`src/rtl/api_pll_sched_pkg.sv`:
```
// Shared definitions for the PLL-config scheduler and the channel-controller decode of
// pllf entries.
package api_pll_sched_pkg;

  typedef enum logic [1:0] {
    StIdle  = 2'd0,
    StPush  = 2'd1,
    StDrain = 2'd2
  } pll_state_e;

  localparam int unsigned PLLF_W    = 104;
  localparam int unsigned MINER_LSB = 0;
  localparam int unsigned CHIP_LSB  = 4;
  localparam int unsigned W0_LSB    = 8;
  localparam int unsigned W1_LSB    = 40;
  localparam int unsigned W2_LSB    = 72;

  localparam logic [3:0] ALL_ID = 4'hF;

  function automatic logic [PLLF_W-1:0] pack_entry(input logic [31:0] w2, input logic [31:0] w1,
                                                   input logic [31:0] w0, input logic [3:0] chip,
                                                   input logic [3:0] miner);
    return {w2, w1, w0, chip, miner};
  endfunction

endpackage

```
`src/rtl/api_pll_iter.sv`:
```
// Nested miner/chip counter: chip is the inner loop, miner the outer one. Holds at the final
// position; a fixed target never advances.
module api_pll_iter #(
  parameter int unsigned MAX_CHIP = 5
) (
  input  logic       clk,
  input  logic       rst,
  input  logic       load,
  input  logic       adv,
  input  logic       all_miner,
  input  logic       all_chip,
  input  logic [3:0] miner_init,
  input  logic [3:0] chip_init,
  input  logic [3:0] miner_max,
  output logic [3:0] miner,
  output logic [3:0] chip,
  output logic       last
);

  localparam logic [3:0] ChipLast = 4'(MAX_CHIP - 1);

  logic [3:0] miner_q, miner_d;
  logic [3:0] chip_q, chip_d;
  logic       chip_end, miner_end;

  assign chip_end  = !all_chip || (chip_q == ChipLast);
  assign miner_end = !all_miner || (miner_q == miner_max);
  assign last      = chip_end && miner_end;

  always_comb begin
    miner_d = miner_q;
    chip_d  = chip_q;
    if (load) begin
      miner_d = miner_init;
      chip_d  = chip_init;
    end else if (adv && !last) begin
      if (!chip_end) begin
        chip_d = chip_q + 4'd1;
      end else begin
        // chip wrapped, so only an "all miners" sweep can still have work left
        chip_d  = all_chip ? 4'd0 : chip_q;
        miner_d = miner_q + 4'd1;
      end
    end
  end

  always_ff @(posedge clk) begin
    if (rst) begin
      miner_q <= 4'd0;
      chip_q  <= 4'd0;
    end else begin
      miner_q <= miner_d;
      chip_q  <= chip_d;
    end
  end

  assign miner = miner_q;
  assign chip  = chip_q;

endmodule

```
`src/rtl/api_pll_sched.sv`:
```
// Expands one register-level PLL command into pllf entries, pushes them under back-pressure,
// then waits for the channel controller to drain the FIFO.
module api_pll_sched
  import api_pll_sched_pkg::*;
#(
  parameter int unsigned API_NUM  = 10,
  parameter int unsigned MAX_CHIP = 5,
  parameter int unsigned DRAIN_TO = 1 << 24
) (
  input  logic              clk,
  input  logic              rst,
  input  logic              reg_rst,
  input  logic              reg_pll_start,
  input  logic              reg_pll_abort,
  input  logic [3:0]        reg_pll_miner,
  input  logic [3:0]        reg_pll_chip,
  input  logic [31:0]       reg_pll_word0,
  input  logic [31:0]       reg_pll_word1,
  input  logic [31:0]       reg_pll_word2,
  input  logic [5:0]        reg_ch_num,
  output logic              reg_pll_busy,
  output logic              reg_pll_done,
  output logic              reg_pll_err,
  input  logic              pllf_full,
  input  logic              pllf_empty,
  output logic              pllf_wr_en,
  output logic [PLLF_W-1:0] pllf_din
);

  localparam logic [24:0] DrainLast = 25'(DRAIN_TO - 1);
  localparam logic [5:0]  ApiNum    = 6'(API_NUM);
  localparam logic [3:0]  MaxChip   = 4'(MAX_CHIP);

  pll_state_e state_q, state_d;
  logic        done_q, done_d;
  logic        err_q, err_d;
  logic [24:0] drain_q, drain_d;
  logic [31:0] w0_q, w1_q, w2_q;
  logic        all_miner_q, all_chip_q;
  logic [3:0]  miner_max_q;
  logic        srst, load, illegal, last;
  logic [3:0]  miner, chip;
  logic [5:0]  ch_eff;

  assign srst = rst | reg_rst;

  assign illegal = ((reg_pll_miner != ALL_ID) && ({2'b00, reg_pll_miner} >= reg_ch_num)) ||
                   ((reg_pll_chip != ALL_ID) && (reg_pll_chip >= MaxChip)) ||
                   ((reg_pll_miner == ALL_ID) && (reg_ch_num == 6'd0));

  // Miner ids above API_NUM-1 do not exist, so a larger ch_num is clamped for the sweep.
  assign ch_eff = (reg_ch_num > ApiNum) ? ApiNum : reg_ch_num;

  assign pllf_wr_en   = (state_q == StPush) && !pllf_full && !reg_pll_abort;
  assign reg_pll_busy = (state_q != StIdle);
  assign reg_pll_done = done_q;
  assign reg_pll_err  = err_q;
  assign pllf_din     = pack_entry(w2_q, w1_q, w0_q, chip, miner);

  always_comb begin
    state_d = state_q;
    done_d  = done_q;
    err_d   = err_q;
    drain_d = drain_q;
    load    = 1'b0;
    unique case (state_q)
      StIdle: begin
        if (reg_pll_start && !reg_pll_abort) begin
          if (illegal) begin
            err_d = 1'b1;
          end else begin
            load    = 1'b1;
            done_d  = 1'b0;
            err_d   = 1'b0;
            state_d = StPush;
          end
        end
      end
      StPush: begin
        if (reg_pll_abort) begin
          state_d = StIdle;
        end else if (pllf_wr_en && last) begin
          state_d = StDrain;
          drain_d = 25'd0;
        end
      end
      StDrain: begin
        if (reg_pll_abort) begin
          state_d = StIdle;
        end else if (pllf_empty) begin
          state_d = StIdle;
          done_d  = 1'b1;
        end else if (drain_q == DrainLast) begin
          state_d = StIdle;
          err_d   = 1'b1;
        end else begin
          drain_d = drain_q + 25'd1;
        end
      end
      default: state_d = StIdle;
    endcase
  end

  always_ff @(posedge clk) begin
    if (srst) begin
      state_q     <= StIdle;
      done_q      <= 1'b0;
      err_q       <= 1'b0;
      drain_q     <= 25'd0;
      w0_q        <= 32'd0;
      w1_q        <= 32'd0;
      w2_q        <= 32'd0;
      all_miner_q <= 1'b0;
      all_chip_q  <= 1'b0;
      miner_max_q <= 4'd0;
    end else begin
      state_q <= state_d;
      done_q  <= done_d;
      err_q   <= err_d;
      drain_q <= drain_d;
      if (load) begin
        w0_q        <= reg_pll_word0;
        w1_q        <= reg_pll_word1;
        w2_q        <= reg_pll_word2;
        all_miner_q <= (reg_pll_miner == ALL_ID);
        all_chip_q  <= (reg_pll_chip == ALL_ID);
        miner_max_q <= 4'(ch_eff - 6'd1);
      end
    end
  end

  api_pll_iter #(
    .MAX_CHIP(MAX_CHIP)
  ) u_iter (
    .clk       (clk),
    .rst       (srst),
    .load      (load),
    .adv       (pllf_wr_en),
    .all_miner (load ? (reg_pll_miner == ALL_ID) : all_miner_q),
    .all_chip  (load ? (reg_pll_chip == ALL_ID) : all_chip_q),
    .miner_init((reg_pll_miner == ALL_ID) ? 4'd0 : reg_pll_miner),
    .chip_init ((reg_pll_chip == ALL_ID) ? 4'd0 : reg_pll_chip),
    .miner_max (miner_max_q),
    .miner     (miner),
    .chip      (chip),
    .last      (last)
  );

endmodule
```
`config.mk`:
```
export PLATFORM = sky130hd
export DESIGN_NAME = api_pll_sched
export DESIGN_NICKNAME = d
export VERILOG_FILES = /design/src/rtl/api_pll_sched_pkg.sv /design/src/rtl/api_pll_iter.sv /design/src/rtl/api_pll_sched.sv
export SDC_FILE = /design/constraint.sdc
export NUM_CORES = 1
export LEC_CHECK = 0
export CAP_MARGIN = 20
export CORE_MARGIN = 5
export CORE_UTILIZATION = 35
export CTS_CLUSTER_DIAMETER = 100
export DETAILED_ROUTE_END_ITERATION = 7
export PLACE_DENSITY = 0.75
export SLEW_MARGIN = 20
export SYNTH_ARGS = -nofsm -noshare
export SYNTH_HDL_FRONTEND = slang
export SYNTH_SLANG_ARGS = --single-unit
```
`constraint.sdc`:
```
create_clock -name clk -period 1.9 [get_ports clk]
set_clock_uncertainty 0.05 [all_clocks]
set_input_delay 0.38 -clock clk [delete_from_list [all_inputs] [get_ports clk]]
set_output_delay 0.38 -clock clk [all_outputs]
set_load 0.02 [all_outputs]
```
==> results by group, run 1 <==
Floorplanning
  • Core Footprint: 0.0159 mm2
  • Starting Density: 35.7%
  • DIE HEIGHT: ~140 um
  • Die width: 137 um
  • Io pins: 225
  • FP Rows: 46
  • DIE AREA: about 0.019 mm2

Timing
  • Fraction of the cycle the final worst path needs: 104%
  • Max_slew headroom: around 63%
  • Setup TNS: -0.389 ns
  • Hold_ws: 0.227 ns
  • Worst-Margin Slew: roughly 0.55 ns
  • Final hold violation count: 0
  • Setup WS post-layout: -0.0805 ns
  • RSZ-0062 raised after global routing: yes
  • Setup violations, final: 16
  • FMAX: 505 MHz
  • Post-layout min period: 1.98 ns
  • Final-report max-slew violation count: 0

Outcome
  • Status: complete, but fails checks
  • Failing checks: setup timing

Place
  • Hpwl dp: between 10,000 and 15,000 um
  • Place WS: -0.722 ns
  • Final Wtd Congestion: 0.884
  • Number of port buffers: about 220

Synthesis
  • Cell count after synthesis: just over 700
  • Flops & latches, synth: 139
  • Warnings from Yosys: 0
  • Synthesized area: 0.00567 mm2
  • Post-synth net total: 850
  • Number of synthesized flops with an enable pin: 0
  • Primary FF master, synth: dfxtp_1
  • Async S/R FF share, synth: 0%
  • Post-synthesis cell type count: 55
  • Seq/Total Area, Yosys: 49.0%
  • Syn avg cell area: 7.84 um2

CTS
  • Clock buffer count from CTS: 17
  • Clock sinks: 139
  • Root Buffer Master: clkbuf_16
  • Clock Tree Buf Depth: 2
  • H-Tree Depth: 4
  • CTS tree: built
  • Worst skew pair latency: roughly 0.42 ns
  • Worst-path clk slew: 0.05 ns

Power
  • Sw Pwr: about 0.0016 W
  • Combinational share of power: 10.9%
  • Sw Share: 22.7%
  • Clk pwr share: a little under half
  • Pwr Density: 700 mW/mm2
  • VDD IR-drop max: around 0.56 mV
  • Sequential Power Share: 41.4%
  • Int Power: 0.00552 W
  • P_leak: 3.77 nW

Worst setup path
  • Critical path required time: 2.20 ns
  • Critical path's top delay family: simple AND/OR/NAND/NOR gates
  • Crit-path cells: ha_4 > nand3_4 > buf_6 > or3_4 > nor3_4 > nand4_1 > or3_1 > a21oi_2
  • CP bufs+invs: 1
  • Crit Path Category: flip-flop to flip-flop
  • Worst path slowest cell: dfxtp_2
  • Max FO, Critical Path: 3
  • CP max stage delay: 0.35 ns
  • CP startpoint kind: flip-flop
  • CP Capture Type: flip-flop
  • Arr. time, crit path: roughly 2.3 ns

Run
  • Max cap viols: 0

Drt
  • Wire per inst: 16.5 um
  • Mean number of vias per cell: between 4 and 5
  • Post-route ant nets: 0
  • Detailed Route WL: around 21,000 um
  • Starting DRC count in detailed routing: 335
  • Residual DRC: 0
  • Drt first pass iters: 7
  • Vias: around 6,400

Final layout
  • Diodes inserted: 0
  • Syn-to-layout area delta: 80.1%
  • Commonest non-fill, non-tap cells in the layout: 225 x nand2_1, 201 x clkdlybuf4s50_1, 132 x dfxtp_1
  • Layout cells sized above 1: 22.7%
  • Commonest non-fill, non-tap cell in the layout: nand2_1
  • Net count, final: 1,184
  • # fillers: 1,280

Global routing
  • Overflow after GRT: 0
  • First-pass GRT wire length: between 30,000 and 40,000 um
  • Initial antenna violation count: 0
  • Vias in the first global route: around 6,400
  • Pin count of the biggest net entering global routing: 51
  • All-Layer GR Usage: 21.5%

Hold path
  • Worst min path class: input port to flip-flop
final timing paths:
path	from	endpoint	slack (ns)	cells past startpoint
worst min register to register	w1_q[20]	w1_q[20]	0.40	2
worst max register to register	drain_q[1]	drain_q[22]	-0.08	8
worst min-delay path	reg_pll_chip[2]	u_iter.chip[2]	0.23	3
worst max-delay path	drain_q[1]	drain_q[22]	-0.08	8
cell families (layout without fill, tap and decap cells):
group | Yosys count | in the layout | synth area share, %
adders and majority gates | 9 | 9 | 1.98
xor gates and xnor gates | 6 | 6 | 0.926
AOI/OAI and AO/OA | 193 | 195 | 19.2
buffers and inverters | 50 | 395 | 3.70
muxes | 2 | 2 | 0.375
and+or+nand+nor | 325 | 325 | 24.8
DFF | 139 | 139 | 49.0
layout make-up:
| class | count | area (um2) | share of cell area (%) |
|---|---|---|---|
| well taps | 216 | 270 | 2.64 |
| flip-flops and latches | 139 | 2790 | 27.3 |
| repair buffers | 355 | 3480 | 34.0 |
| inverters | 8 | 35.0 | 0.343 |
| multi-input cells | 537 | 3040 | 29.7 |
| clock inverters | 11 | 143 | 1.40 |
| clock buffers | 21 | 460 | 4.51 |
timing repair:
action	4_1_cts	5_1_grt
setup endpoints to repair	145	137
setup buffers	19	5
pin swaps	11	39
hold buffers	0	0
cloned	9	0
gates resized for setup	77	75
power by group through the flow:
stage | logic, W | clock network (W) | registers [W]
finish | 0.000782 | 0.00340 | 0.00296
CTS | 0.000759 | 0.00345 | 0.00296
floorplan | 0.000191 | 0 | 0.00306
global route | 0.000830 | 0.00358 | 0.00296
detailed placement | 0.000667 | 0 | 0.00303
global placement | 0.000663 | 0 | 0.00303
synth_stat cells, drive strengths merged, types with 2 or more instances:
cell      n  area [um2]
nand2b    4        25.0
nand2   228         858
nand4     9        62.6
o31ai     2        15.0
buf      17        85.1
a311oi    2        17.5
nand3b    2        15.0
a211oi    5        42.5
or3       4        25.0
dfxtp   139        2780
nor4      4        25.0
a31oi    12        75.1
xor2      4        35.0
nor2     27         101
ha        9         113
clkbuf   25        95.1
o21ai    26         130
a21o      2        15.0
nand3    15        75.1
inv       8        30.0
xnor2     2        17.5
a21oi   127         647
nor3     14        81.3
and2      3        18.8
or2       3        18.8
o211ai    3        22.5
o21a      4        30.0
and3      6        37.5
flip-flops by register name, indices dropped and copies added (netlist names):
register / count
drain_q: 25
reg_pll_done: 1
w1_q: 32
state_q: 2
all_miner_q: 1
miner_max_q: 4
all_chip_q: 1
reg_pll_err: 1
w2_q: 32
u_iter.chip: 4
w0_q: 32
u_iter.miner: 4
worst reg2reg max path, delay by kind of cell (launching register included):
family                   cells  cell delay, ns
flip-flops                   1            0.35
AO/OA/AOI/OAI                1            0.14
buffers and inverters        1            0.13
adder cells (fa/ha/maj)      1            0.16
AND/OR/NAND/NOR              5            1.07
per-layer routing:
layer	up-vias	part of all wire, %	global-route usage (%)
met1	3007	38	24.0
met2	239	50	37.0
met5	-	0	0
met4	0	1.9	8.15
li1	3142	-	-
met3	30	9.3	8.07
through the flow:
stage / std cells / util, % / total power (W) / instance area (um2)
floorplan: 724 / - / 0.00325 / 5770
global placement: 1225 / 56.2 / 0.00369 / 8920
detailed placement: 1225 / 56.2 / 0.00369 / 8920
CTS: 1285 / 63.1 / 0.00717 / 10000
global route: 1287 / 64.3 / 0.00737 / 10200
finish: 1287 / 64.3 / 0.00715 / 10200
No activity file was read; power rests on OpenSTA's default activity.
==> inputs of run 2 (changes only) <==
--- a/config.mk
+++ b/config.mk
@@ -6,8 +6,10 @@
 export NUM_CORES = 1
 export LEC_CHECK = 0
 export CAP_MARGIN = 20
+export CORE_ASPECT_RATIO = 1.1
 export CORE_MARGIN = 5
 export CORE_UTILIZATION = 35
+export CTS_BUF_LIST = sky130_fd_sc_hd__clkbuf_4
 export CTS_CLUSTER_DIAMETER = 100
 export DETAILED_ROUTE_END_ITERATION = 7
 export PLACE_DENSITY = 0.75
==> results by group, run 2 (synthesis results as in run 1) <==
Drt
  • Residual DRC: 0
  • Starting DRC count in detailed routing: 327
  • Wire per inst: 15.3 um
  • Drt first pass iters: 5
  • Detailed Route WL: about 19,000 um
  • Mean number of vias per cell: 5.02
  • Post-route ant nets: 0
  • Vias: 6,339

Worst setup path
  • Max FO, Critical Path: 3
  • Crit path launch: drain_q[1]
  • Critical path required time: 2.29 ns
  • CP startpoint kind: flip-flop
  • Arr. time, crit path: 2.40 ns
  • Worst path slowest cell: dfxtp_2
  • CP bufs+invs: 2
  • CP max stage delay: 0.37 ns
  • Crit Path Category: flip-flop to flip-flop
  • R2r startpoint: drain_q[1]
  • CP Capture Type: flip-flop
  • FF-to-FF setup slack: -0.11 ns
  • Critical path's top delay family: simple AND/OR/NAND/NOR gates
  • Crit-path cells: ha_4 > nand3_4 > buf_6 > or3_4 > nor3_4 > buf_4 > a41oi_2 > o21ai_2 > a21oi_2

CTS
  • CTS hold repair buffers: 0
  • Root Buffer Master: clkbuf_4
  • Clock sinks: 139
  • CTS tree: built
  • Clock buffer count from CTS: 17
  • Clock Tree Buf Depth: 2
  • Worst skew pair latency: 0.55 ns
  • Worst-path clk slew: 0.12 ns
  • H-Tree Depth: 4

Floorplanning
  • Io pins: roughly 230
  • FP Rows: 48
  • DIE AREA: ~0.019 mm2
  • Die width: about 130 um
  • DIE HEIGHT: 144 um
  • Core Footprint: 0.0158 mm2
  • Starting Density: a little over a third

Place
  • Final Wtd Congestion: between 0.8 and 0.9
  • Hpwl dp: roughly 14,000 um
  • Number of port buffers: around 220

Timing
  • Fraction of the cycle the final worst path needs: 106%
  • RSZ-0062 raised after global routing: yes
  • Worst-Margin Slew: 0.643 ns
  • Setup TNS: -0.307 ns
  • Post-layout min period: 2.01 ns
  • FMAX: approximately 500 MHz
  • Max_slew headroom: 57.1%
  • Setup violations, final: 7
  • Final-report max-slew violation count: 0
  • Setup WS post-layout: -0.107 ns
  • Hold_ws: 0.235 ns
  • Final hold violation count: 0

Power
  • P_leak: 4.07 nW
  • Sw Share: 25.0%
  • Sw Pwr: ~0.0015 W
  • Combinational share of power: 12.0%
  • Int Power: 0.00441 W
  • Clk pwr share: ~38%
  • Sequential Power Share: 50.4%
  • VDD IR-drop max: roughly 0.43 mV
  • Power, Total: 0.00588 W
  • Pwr Density: just over 600 mW/mm2

Final layout
  • Commonest non-fill, non-tap cells in the layout: 224 x nand2_1, 128 x dfxtp_1, 109 x a21oi_1, 109 x dlygate4sd2_1, 105 x clkdlybuf4s50_1
  • FF+latch area: 0.00280 mm2
  • Top Registers: w0_q (32), w1_q (32), w2_q (32)
  • Syn-to-layout area delta: 70.1%
  • Layout cells sized above 1: 21.7%
  • Commonest non-fill, non-tap cell in the layout: nand2_1
  • Net count, final: ~1,200
  • # fillers: 1,410
  • Footprint of the multi-input gates: 0.00296 mm2

Outcome
  • Failing checks: setup timing
  • Status: complete, but fails checks

Global routing
  • First-pass GRT wire length: 29,600 um
  • Pin count of the biggest net entering global routing: 57
  • Overflow after GRT: 0
  • All-Layer GR Usage: 19.1%
  • Vias in the first global route: 6,108
  • Initial antenna violation count: 2

Hold path
  • HP Start: reg_ch_num[2]
  • Worst min path class: input port to flip-flop

Run
  • Max cap viols: 0
==> run 2: path summary, 6_finish.rpt <==
path / end / cells after the start
setup / recovery: drain_q[22] / 9
hold / removal: miner_max_q[3] / 4
setup reg to reg: drain_q[22] / 9
hold reg to reg: w0_q[23] / 2
==> run 2: worst register-to-register path: stages, from the launching register on <==
cell and delay [ns]:
dfxtp_2 0.37, ha_4 0.15, nand3_4 0.10, buf_6 0.13, or3_4 0.34, nor3_4 0.24, buf_4 0.15, a41oi_2 0.13
o21ai_2 0.18, a21oi_2 0.07
==> run 2: layout make-up <==
class	count	area share, %
antenna	3	0.0778
clock buffer	18	1.40
clock inverter	14	2.01
inverter	8	0.337
multi-input combinational	535	30.7
sequential	139	29.0
tap	200	2.59
timing repair buffer	347	33.9
==> run 2: power groups by stage <==
stage          registers (W)  logic (W)  clock network (W)
2_1_floorplan        0.00306   0.000191                  0
3_5_place_dp         0.00303   0.000658                  0
3_3_place_gp         0.00303   0.000655                  0
4_1_cts              0.00296   0.000690            0.00227
6_report             0.00296   0.000706            0.00221
5_1_grt              0.00296   0.000759            0.00240
==> run 2: metrics by stage <==
stage | utilization (%) | instances | setup slack (ns) | instance area [um2]
5_1_grt | 61.1 | 1262 | -0.173 | 9650
2_1_floorplan | - | 724 | -0.0778 | 5770
3_5_place_dp | 56.1 | 1203 | -0.677 | 8870
6_report | 61.1 | 1264 | -0.107 | 9650
4_1_cts | 59.4 | 1251 | -0.135 | 9390
3_3_place_gp | 56.1 | 1203 | -0.636 | 8870
==> run 2: layer usage <==
metal	share of wire [%]	wire, um	global-route usage [%]
met1	38	7350	20.3
met2	52	9960	34.2
met3	8.4	1630	8.16
met4	2.0	380	6.71
met5	0.067	13	0
==> run 2: what timing repair did <==
| action | in CTS | in global routing |
|---|---|---|
| gates resized for setup | 154 | 66 |
| gates cloned | 4 | 3 |
| pin swaps | 15 | 37 |
| buffers inserted | 12 | 9 |
| setup endpoints to repair | 196 | 136 |
